`src/rtl/nibble_parity_rx_if.sv`:
```
// nibble_parity_rx_if
//   Bundles the serial line and the deframed nibble outputs of nibble_parity_rx.
//   slave  : the receiver (samples in, drives the result signals)
//   master : the line driver / downstream consumer
// Signals:
//   in         serial line, idles high
//   nibble     last well-framed data {a,b,c,d}
//   par        ^nibble
//   done       one-cycle pulse per well-framed frame
//   par_err    parity mismatch flag, valid with done, held until next load
//   frame_err  one-cycle pulse on a low stop bit
//   err_count  saturating count of parity and framing errors
interface nibble_parity_rx_if #(
    parameter int ERR_W = 8
);
    logic             in;
    logic [3:0]       nibble;
    logic             par;
    logic             done;
    logic             par_err;
    logic             frame_err;
    logic [ERR_W-1:0] err_count;

    modport slave (
        input  in,
        output nibble, par, done, par_err, frame_err, err_count
    );

    modport master (
        output in,
        input  nibble, par, done, par_err, frame_err, err_count
    );
endinterface

```
`src/rtl/nibble_parity_rx.sv`:
```
// nibble_parity_rx
//   Deframes a one-bit line (start 0, a, b, c, d, parity, stop 1) into a
//   4-bit nibble and checks it against the transmitted even-XOR parity bit.
// Ports:
//   clk    rising-edge clock, line sampled once per cycle
//   reset  synchronous, active-high
//   bus    nibble_parity_rx_if.slave (in, nibble, par, done, par_err,
//          frame_err, err_count)
module nibble_parity_rx #(
    parameter int ERR_W = 8
) (
    input  logic                clk,
    input  logic                reset,
    nibble_parity_rx_if.slave   bus
);
    typedef enum logic [3:0] {
        IDLE, D0, D1, D2, D3, PAR, STOP, DONE, WAIT
    } state_t;

    state_t           state_q, state_d;
    logic [3:0]       shift_q;
    logic             rx_par_q;
    logic [3:0]       nib_q;
    logic             par_err_q;
    logic             done_q;
    logic             frame_err_q;
    logic [ERR_W-1:0] err_q;

    logic             shift_en;
    logic             load;
    logic             ferr_set;
    logic             new_par_err;

    always_comb begin
        state_d  = state_q;
        shift_en = 1'b0;
        load     = 1'b0;
        ferr_set = 1'b0;
        case (state_q)
            IDLE: if (!bus.in) state_d = D0;
            D0:   begin shift_en = 1'b1; state_d = D1;  end
            D1:   begin shift_en = 1'b1; state_d = D2;  end
            D2:   begin shift_en = 1'b1; state_d = D3;  end
            D3:   begin shift_en = 1'b1; state_d = PAR; end
            PAR:  state_d = STOP;
            STOP: begin
                if (bus.in) begin
                    load    = 1'b1;
                    state_d = DONE;
                end else begin
                    ferr_set = 1'b1;
                    state_d  = WAIT;
                end
            end
            // A low line in DONE is the next frame's start bit.
            DONE: state_d = bus.in ? IDLE : D0;
            // Line stuck low after a bad stop bit is not a start bit.
            WAIT: if (bus.in) state_d = IDLE;
            default: state_d = IDLE;
        endcase
    end

    assign new_par_err = rx_par_q ^ (^shift_q);

    always_ff @(posedge clk) begin
        if (reset) begin
            state_q     <= IDLE;
            shift_q     <= '0;
            rx_par_q    <= 1'b0;
            nib_q       <= '0;
            par_err_q   <= 1'b0;
            done_q      <= 1'b0;
            frame_err_q <= 1'b0;
            err_q       <= '0;
        end else begin
            state_q     <= state_d;
            done_q      <= load;
            frame_err_q <= ferr_set;
            // First data bit ends up in shift_q[3] after four shifts.
            if (shift_en)       shift_q  <= {shift_q[2:0], bus.in};
            if (state_q == PAR) rx_par_q <= bus.in;
            if (load) begin
                nib_q     <= shift_q;
                par_err_q <= new_par_err;
            end
            // Count updates on the same edge that raises done/frame_err.
            if (((load && new_par_err) || ferr_set) && (err_q != '1))
                err_q <= err_q + ERR_W'(1);
        end
    end

    assign bus.nibble    = nib_q;
    assign bus.par       = ^nib_q;
    assign bus.done      = done_q;
    assign bus.par_err   = par_err_q;
    assign bus.frame_err = frame_err_q;
    assign bus.err_count = err_q;
endmodule
```
`src/flat_wrapper.sv`:
```
// flat-port wrapper written by rule: the top's interface ports become plain ports
module nibble_parity_rx_flat 
#(
    parameter int ERR_W = 8
)
  (clk, reset, bus_in, bus_nibble, bus_par, bus_done, bus_par_err, bus_frame_err, bus_err_count);
  nibble_parity_rx_if #(.ERR_W(ERR_W)) bus_i ();
  input  logic clk;
  input  logic reset;
  input wire logic [$bits(bus_i.in)-1:0] bus_in;
  output wire logic [$bits(bus_i.nibble)-1:0] bus_nibble;
  output wire logic [$bits(bus_i.par)-1:0] bus_par;
  output wire logic [$bits(bus_i.done)-1:0] bus_done;
  output wire logic [$bits(bus_i.par_err)-1:0] bus_par_err;
  output wire logic [$bits(bus_i.frame_err)-1:0] bus_frame_err;
  output wire logic [$bits(bus_i.err_count)-1:0] bus_err_count;
  assign bus_i.in = bus_in;
  assign bus_nibble = bus_i.nibble;
  assign bus_par = bus_i.par;
  assign bus_done = bus_i.done;
  assign bus_par_err = bus_i.par_err;
  assign bus_frame_err = bus_i.frame_err;
  assign bus_err_count = bus_i.err_count;
  nibble_parity_rx #(.ERR_W(ERR_W)) u_core (.clk(clk), .reset(reset), .bus(bus_i));
endmodule
```
`config.mk`:
```
export PLATFORM = sky130hd
export DESIGN_NAME = nibble_parity_rx_flat
export DESIGN_NICKNAME = d
export VERILOG_FILES = /design/src/rtl/nibble_parity_rx_if.sv /design/src/rtl/nibble_parity_rx.sv /design/src/flat_wrapper.sv
export SDC_FILE = /design/constraint.sdc
export NUM_CORES = 1
export LEC_CHECK = 0
export BUFFER_PORTS_ARGS = -buffer_cell sky130_fd_sc_hd__buf_2
export CORE_UTILIZATION = 55
export DETAILED_ROUTE_END_ITERATION = 10
export PLACE_DENSITY_LB_ADDON = 0.1
export SLEW_MARGIN = 30
export SYNTH_ARGS = -nofsm -noshare
export SYNTH_HDL_FRONTEND = slang
export SYNTH_SLANG_ARGS = --single-unit
```
`constraint.sdc`:
```
create_clock -name clk -period 4.57 [get_ports clk]
set_input_delay 0.2285 -clock clk [delete_from_list [all_inputs] [get_ports clk]]
set_output_delay 0.2285 -clock clk [all_outputs]
set_load 0.01 [all_outputs]
```
After elaboration in Yosys (flattened, before gate mapping):

Cells that the tools add are included.

* add/subtract/negate cells: 1
* eq/ne operators: 11
* mux-type cells: 10
* bitwise operators: 1
* reductions and logical operators: 8

Operators with widths (number)
* one-hot mux 4 bit (9 select lines): 1
* equality test 4 x 3 -> 1 bit, second input constant: 4
* 2-to-1 mux 4 bit: 3
* adder 8 x 1 -> 8 bit, second input constant: 1
* equality test 4 x 2 -> 1 bit, second input constant: 2
* inequality test 8 bit, second input constant: 1
* XOR reduction 4 bit: 2
* 2-to-1 mux 1 bit: 6
* equality test 4 x 1 -> 1 bit, second input constant: 1
* equality test 4 bit, second input constant: 1
* logical NOT 4 bit: 1
* inequality test 2 bit, second input constant: 2
* OR reduction 4 bit: 1
* logical AND 1 bit: 2
* AND reduction 2 bit: 1
* logical OR 1 bit: 1
* bitwise XOR 1 bit: 1

* register bits: 24
* input bits: 3
* output and inout port bits: 16
* word-level logic and storage cells: 39

Logic depth before layout (Yosys ltp):

Gate-level depths: netlist of the first run.

* depth in word-level cells: 5
* gate-level depth with buffers: 7

Worst setup path before layout of the first run:

Ideal clock, no wire load.

* kind: register -> register
* from: reg u_core.shift_q[3]
* to: reg u_core.err_q[7] (netlist: u_core.bus.err_count[7])
* library setup time: 70 ps
* arrival: 1759 ps
* required time: 4500 ps
* path slack: 2741 ps
* stages on the path, launching flop included: 7
* cells stage by stage: dfxtp_1 > xnor3_1 > xnor2_1 > o21a_1 > buf_6 > or4_1 > a21oi_1

* longest elaborated chain between the ends: 5

Ends and longest elaborated chain
* from (decl): RTL line nibble_parity_rx.sv:21 `logic [3:0] shift_q;`
* from (signal assigned): RTL line nibble_parity_rx.sv:80 `if (shift_en) shift_q <= {shift_q[2:0], bus.in};`
* XOR reduction 4 bit: RTL line nibble_parity_rx.sv:63 `assign new_par_err = rx_par_q ^ (^shift_q);`
* bitwise XOR 1 bit: RTL line nibble_parity_rx.sv:63
* logical AND 1 bit: RTL line nibble_parity_rx.sv:87 `if (((load && new_par_err) || ferr_set) && (err_q != '1))`
* logical OR 1 bit: RTL line nibble_parity_rx.sv:87
* logical AND 1 bit: RTL line nibble_parity_rx.sv:87
* to (signal assigned): RTL line nibble_parity_rx.sv:88 `err_q <= err_q + ERR_W'(1);`
* to (decl): RTL line nibble_parity_rx.sv:27 `logic [ERR_W-1:0] err_q;`

Every way passes these cells.
A chain may end at the register's enable or synchronous reset.

Worst setup path after layout of the first run:

Same ends and word-level chain as after synthesis.

==> run metrics, run 1 <==
share of layout cells above drive strength 1=18.6%; First DRT Iteration DRCs=25; Worst R2R Start=u_core.shift_q[3]$_SDFFE_PP0P_; synthesis-stage register bit count=24; TNS Setup=0 ps; Crit Path Class=flip-flop to flip-flop; critical path capture point type=flip-flop; cell area after synthesis=0.00113 mm2; number of global-route vias before repair=about 750; min-delay worst type=input pin to flip-flop; fin worst setup slack=about 2600 ps; sequential cell fraction of total power=about three fifths; VDD IR max=about 0.00027 V; Post CTS Setup Buffer Count=0; pin count of the biggest net entering global routing=26; leakage=approximately 0.53 nW; Hold Fails Final Rpt=0; hold slack final=approximately 220 ps; final wirelength=~2100 um; placer congestion estimate=around 0.75; Net Count, Synth=130; hold path start=bus_in; Power Dens Cells=a little under 300 mW/mm2; Slew Viols, Final=0; Combinational Power Share=9.4%; Hold Buf Count CTS=0; Clock Power Share=30.6%; switching share of power=between 20% and 30%; share of the synthesized area in the top cell type=a little over two fifths; IO Pins=19; first-pass iteration count of the detailed router=4; Final ANT Viol Nets=0; WP data arrival=2250 ps; P_int=0.000277 W; DR vias/cell=5.54; Horiz. Die Dim=47.4 um; CTS max path bufs=2; initial antenna violation count=0; status=completed; Yosys cell types=34; GR Overflow Total=0; Switch Pwr=0.0000901 W; H-Tree Level Count=1; Critical Path Start Type=flip-flop; Slew @ Worst Pin=between 400 and 500 ps; TritonCTS clock tree=built; Peak Freq=0.500 GHz; Core ar.=about 0.0019 mm2; Mean Syn Cell Area=~9 um2; Residual DRC=0; placed cell area=between 0.001 and 0.0015 mm2; Seq/Total Area, Yosys=between 40% and 50%; FP Rows=16; Yosys top cell by area=dfxtp_1; Cells after Synth=approximately 130; n_diodes=0; minimum clock period=2000 ps; Post-Layout Inst Area=between 0.001 and 0.0015 mm2; synth top area cells=dfxtp_1 42%, mux2i_1 7.1%, nor2_1 6.3%; Place WS=between 2000 and 3000 ps; nets=between 100 and 150; DR WL/cell=about 12 um; MaxCap Viol Count=0; yosys warns=0; Layout area overhead=9.71%; crit path from=u_core.shift_q[3]$_SDFFE_PP0P_; hpwl dp=approximately 1400 um; Clock Skew=roughly 11 ps; Clk Latency, worst-skew pair=roughly 320 ps; buffers added on ports=18; RSZ-0062 raised after global routing=false; total CTS buffers=3; post-CTS sizing=0; Critical Path RT=between 4000 and 5000 ps; first-pass GRT wire length=about 3400 um; vias=approximately 930; total track usage=22.3%; CTS Sinks=24; Starting Density=58.4%; maximum fanout along the worst path=11; setup violators final=0; Final Cycle Share=roughly 44%; Die Height=between 40 and 50 um; Max-Slew Margin vs Limit=a little under 70%; clock root cell=clkbuf_4; Die ar.=0.00225 mm2; clk slew on worst S/H paths=approximately 130 ps
## kinds of logic (layout without fill, tap and decap cells)
group,after synthesis,count (layout),synth area share [%]
compound gates,23,23,11.9
mux,9,9,8.06
buf+inv,9,23,4.75
fa+ha+maj,1,1,1.10
flops,24,24,42.4
xor+xnor,7,7,6.62
simple gates,53,53,25.2
## registers in the layout, summed over array words and instances, names as in the netlist
| register | cells |
|---|---|
| u_core.bus.nibble | 4 |
| u_core.bus.frame_err | 1 |
| u_core.shift_q | 4 |
| u_core.state_q | 4 |
| u_core.bus.done | 1 |
| u_core.bus.par_err | 1 |
| u_core.bus.err_count | 8 |
| u_core.rx_par_q | 1 |
## path summary, 6_finish.rpt
| check | endpoint | slack (ps) | depth (start not counted) |
|---|---|---|---|
| max | u_core.bus.err_count[7]$_SDFFE_PP0P_ | 2570 | 5 |
| min | u_core.state_q[3]$_SDFFE_PP0P_ | 220 | 2 |
| max reg2reg | u_core.bus.err_count[7]$_SDFFE_PP0P_ | 2570 | 5 |
| min reg2reg | u_core.bus.err_count[4]$_SDFFE_PP0P_ | 500 | 2 |
## routing by layer
layer / share of wire (%) / GRT usage, % / vias up
met1: 53 / 33.8 / 422
met2: 42 / 29.0 / 20
met4: 2.5 / 12.0 / 0
met3: 3.3 / 4.62 / 5
li1: - / - / 478
met5: 0 / 0 / -
## power groups by stage
stage               combinational [W]  sequential (W)  clock, W
floorplan                   0.0000360        0.000221         0
global placement            0.0000334        0.000225         0
detailed placement          0.0000345        0.000225         0
CTS                         0.0000347        0.000221  0.000116
global route                0.0000387        0.000222  0.000125
finish                      0.0000344        0.000221  0.000112
## critical path, stage by stage, from the launching register on
cell     delay, ps
dfxtp_1        380
xnor3_1        420
xnor2_1        180
o21a_1         300
or4_1          500
a21oi_1        140
## synthesized netlist by cell type
library cell / n
xnor3_1: 1
mux2i_1: 8
a31oi_1: 1
nor2b_1: 2
and2b_1: 1
o41ai_1: 1
a32o_1: 1
buf_6: 2
xnor2_1: 5
clkbuf_1: 4
nand3_1: 8
a21oi_1: 13
buf_4: 1
and4b_1: 1
mux2_2: 1
dfxtp_1: 24
ha_1: 1
nand2_1: 4
or3_2: 1
nor2_1: 19
nand3_4: 1
or4_1: 4
o21a_1: 1
nor3_1: 3
nor4_1: 2
inv_1: 1
nand2b_1: 2
o21ai_0: 3
buf_2: 1
and3_1: 3
nand4_1: 1
and2b_2: 1
xor2_1: 1
o31ai_1: 3
## final cells by class
type                            count  area, um2
Timing Repair Buffer               18       90.1
Inverter                            1       3.75
Tap cell                           27       33.8
Multi-Input combinational cell     93        599
Fill cell                         184        698
Clock buffer                        4       36.3
Sequential cell                    24        480
## metrics by stage
stage,cells,util [%],power [W]
floorplan,126,-,0.000257
global placement,163,62.2,0.000258
detailed placement,163,62.2,0.000260
CTS,167,64.0,0.000371
global route,167,64.0,0.000386
finish,167,64.0,0.000367
## placed cells by master (no fill, tap or decap), drive strengths merged
master	instances
xnor3	1
and2b	2
ha	1
nor3	3
nand2	4
or4	4
or3	1
nand3	9
buf	18
o41ai	1
nand4	1
mux2	1
mux2i	8
inv	1
xnor2	5
xor2	1
a31oi	1
and4b	1
clkbuf	4
dfxtp	24
nor2b	2
and3	3
nor2	19
nor4	2
o21ai	3
a32o	1
o31ai	3
o21a	1
a21oi	13
nand2b	2
No activity file was read; power rests on OpenSTA's default activity.
==> run 2, diff against run 1 <==
Settings changed: CORE_UTILIZATION 55 to 48.
Clock period 4.57 ns to 1.8 ns, I/O delays scaled along.
==> run metrics, run 2 (synthesized netlist as in run 1, its figures left out) <==
status=finished, violations left; failing checks=setup timing; MaxCap Viol Count=0; clock root cell=clkbuf_4; placer congestion estimate=slightly above 0.8; first-pass GRT wire length=4180 um; Hold Fails Final Rpt=0; Core ar.=about 0.0022 mm2; Slew @ Worst Pin=roughly 480 ps; Starting Density=~51%; Horiz. Die Dim=a little over 50 um; Place WS=-78.2 ps; area of the multi-input gates=between 600 and 700 um2; Final Cycle Share=103%; commonest non-fill, non-tap cells in the layout=21 x dfxtp_1, 19 x nor2_1, 18 x buf_2, 15 x buf_4, 11 x a21oi_1; number of flip-flops in the largest register=8; nets=about 160; Residual DRC=0; CTS Sinks=24; H-Tree Level Count=1; IO Pins=19; Clock Skew=between 9 and 10 ps; Crit Path Class=flip-flop to flip-flop; Hold Buf Count CTS=0; Critical Path RT=about 2000 ps; hold slack final=108 ps; buffers added on ports=18; DR vias/cell=around 5.4; Slew Viols, Final=0; maximum fanout along the worst path=6; minimum clock period=1850 ps; clk slew on worst S/H paths=between 100 and 150 ps; Final ANT Viol Nets=0; vias=~1000; Layout area overhead=26.0%; fillers=between 150 and 200; critical path capture point type=flip-flop; number of global-route vias before repair=roughly 920; Power Dens Cells=roughly 630 mW/mm2; First DRT Iteration DRCs=19; share of layout cells above drive strength 1=a little over a third; n_diodes=0; setup violators final=2; WP data arrival=about 2100 ps; Tot Pwr=about 0.00090 W; first-pass iteration count of the detailed router=4; RSZ-0062 raised after global routing=true; total CTS buffers=3; FF/Latch Area=484 um2; pin count of the biggest net entering global routing=26; DR WL/cell=roughly 13 um; TNS Setup=-60.3 ps; TritonCTS clock tree=built; total track usage=between 20% and 30%; Die ar.=~0.0026 mm2; fin worst setup slack=-48.8 ps; Peak Freq=roughly 0.54 GHz; GR Overflow Total=0; leakage=between 0.6 and 0.7 nW; hpwl dp=between 1500 and 2000 um; Critical Path Start Type=flip-flop; final wirelength=2450 um; min-delay worst type=input pin to flip-flop; VDD IR max=0.000455 V; Clk Latency, worst-skew pair=approximately 300 ps; CTS max path bufs=2; FP Rows=17; Die Height=between 50 and 60 um; Max-Slew Margin vs Limit=68.2%; initial antenna violation count=0; commonest non-fill, non-tap cell in the layout=dfxtp_1
-- run 2: cell count changes in the layout (fill, tap and decap cells not counted), moves of 2 or more --
cell / before / now
a21oi_1: 13 / 11
a21oi_2: 0 / 2
buf_4: 0 / 15
buf_6: 0 / 2
dfxtp_1: 24 / 21
dfxtp_2: 0 / 3
o31ai_1: 3 / 0
o31ai_2: 0 / 2
-- run 2: final cells by class --
| type | count | share of cell area (%) |
|---|---|---|
| multi-input combinational | 93 | 46.1 |
| sequential | 24 | 33.9 |
| timing repair buffer | 35 | 15.8 |
| tap | 28 | 2.45 |
| clock buffer | 3 | 1.58 |
| inverter | 1 | 0.263 |
-- run 2: power breakdown --
group | switching [W] | total (W) | internal [W]
clock | 0.000144 | 0.000222 | 0.0000778
combinational | 0.0000666 | 0.000125 | 0.0000580
sequential | 0.00000663 | 0.000549 | 0.000543
total | 0.000218 | 0.000896 | 0.000678
-- run 2: worst paths after layout --
path	start	to	slack (ps)	cells after the start
hold reg to reg	u_core.bus.err_count[4]$_SDFFE_PP0P_	u_core.bus.err_count[4]$_SDFFE_PP0P_	500	2
setup reg to reg	u_core.shift_q[3]$_SDFFE_PP0P_	u_core.bus.err_count[3]$_SDFFE_PP0P_	-50	5
setup / recovery	u_core.shift_q[3]$_SDFFE_PP0P_	u_core.bus.err_count[3]$_SDFFE_PP0P_	-50	5
hold / removal	bus_in	u_core.state_q[3]$_SDFFE_PP0P_	110	2
-- run 2: worst max-delay path: stages (launching register included) --
cell	delay (ps)
dfxtp_2	340
xnor3_1	410
xnor2_2	170
o21a_2	260
or4_1	480
a21oi_1	140
-- run 2: repair_timing --
item                                    CTS  global route
endpoints found under the setup margin    5             8
pin swaps                                13             4
gates resized for setup                  14             5
buffers inserted                          2             0
cloned                                    0             0
-- run 2: routing by layer --
layer  GRT usage, %  wire [um]
met5              0          0
met4           6.94         17
met3           2.73         74
met2           34.7       1150
met1           29.6       1210
-- run 2: stage by stage --
| step | instance area (um2) | utilization (%) | cells |
|---|---|---|---|
| detailed placement | 1320 | 59.8 | 179 |
| global route | 1430 | 64.6 | 184 |
| CTS | 1410 | 63.8 | 184 |
| global placement | 1320 | 59.8 | 179 |
| finish | 1430 | 64.6 | 184 |
| floorplan | 1140 | - | 126 |
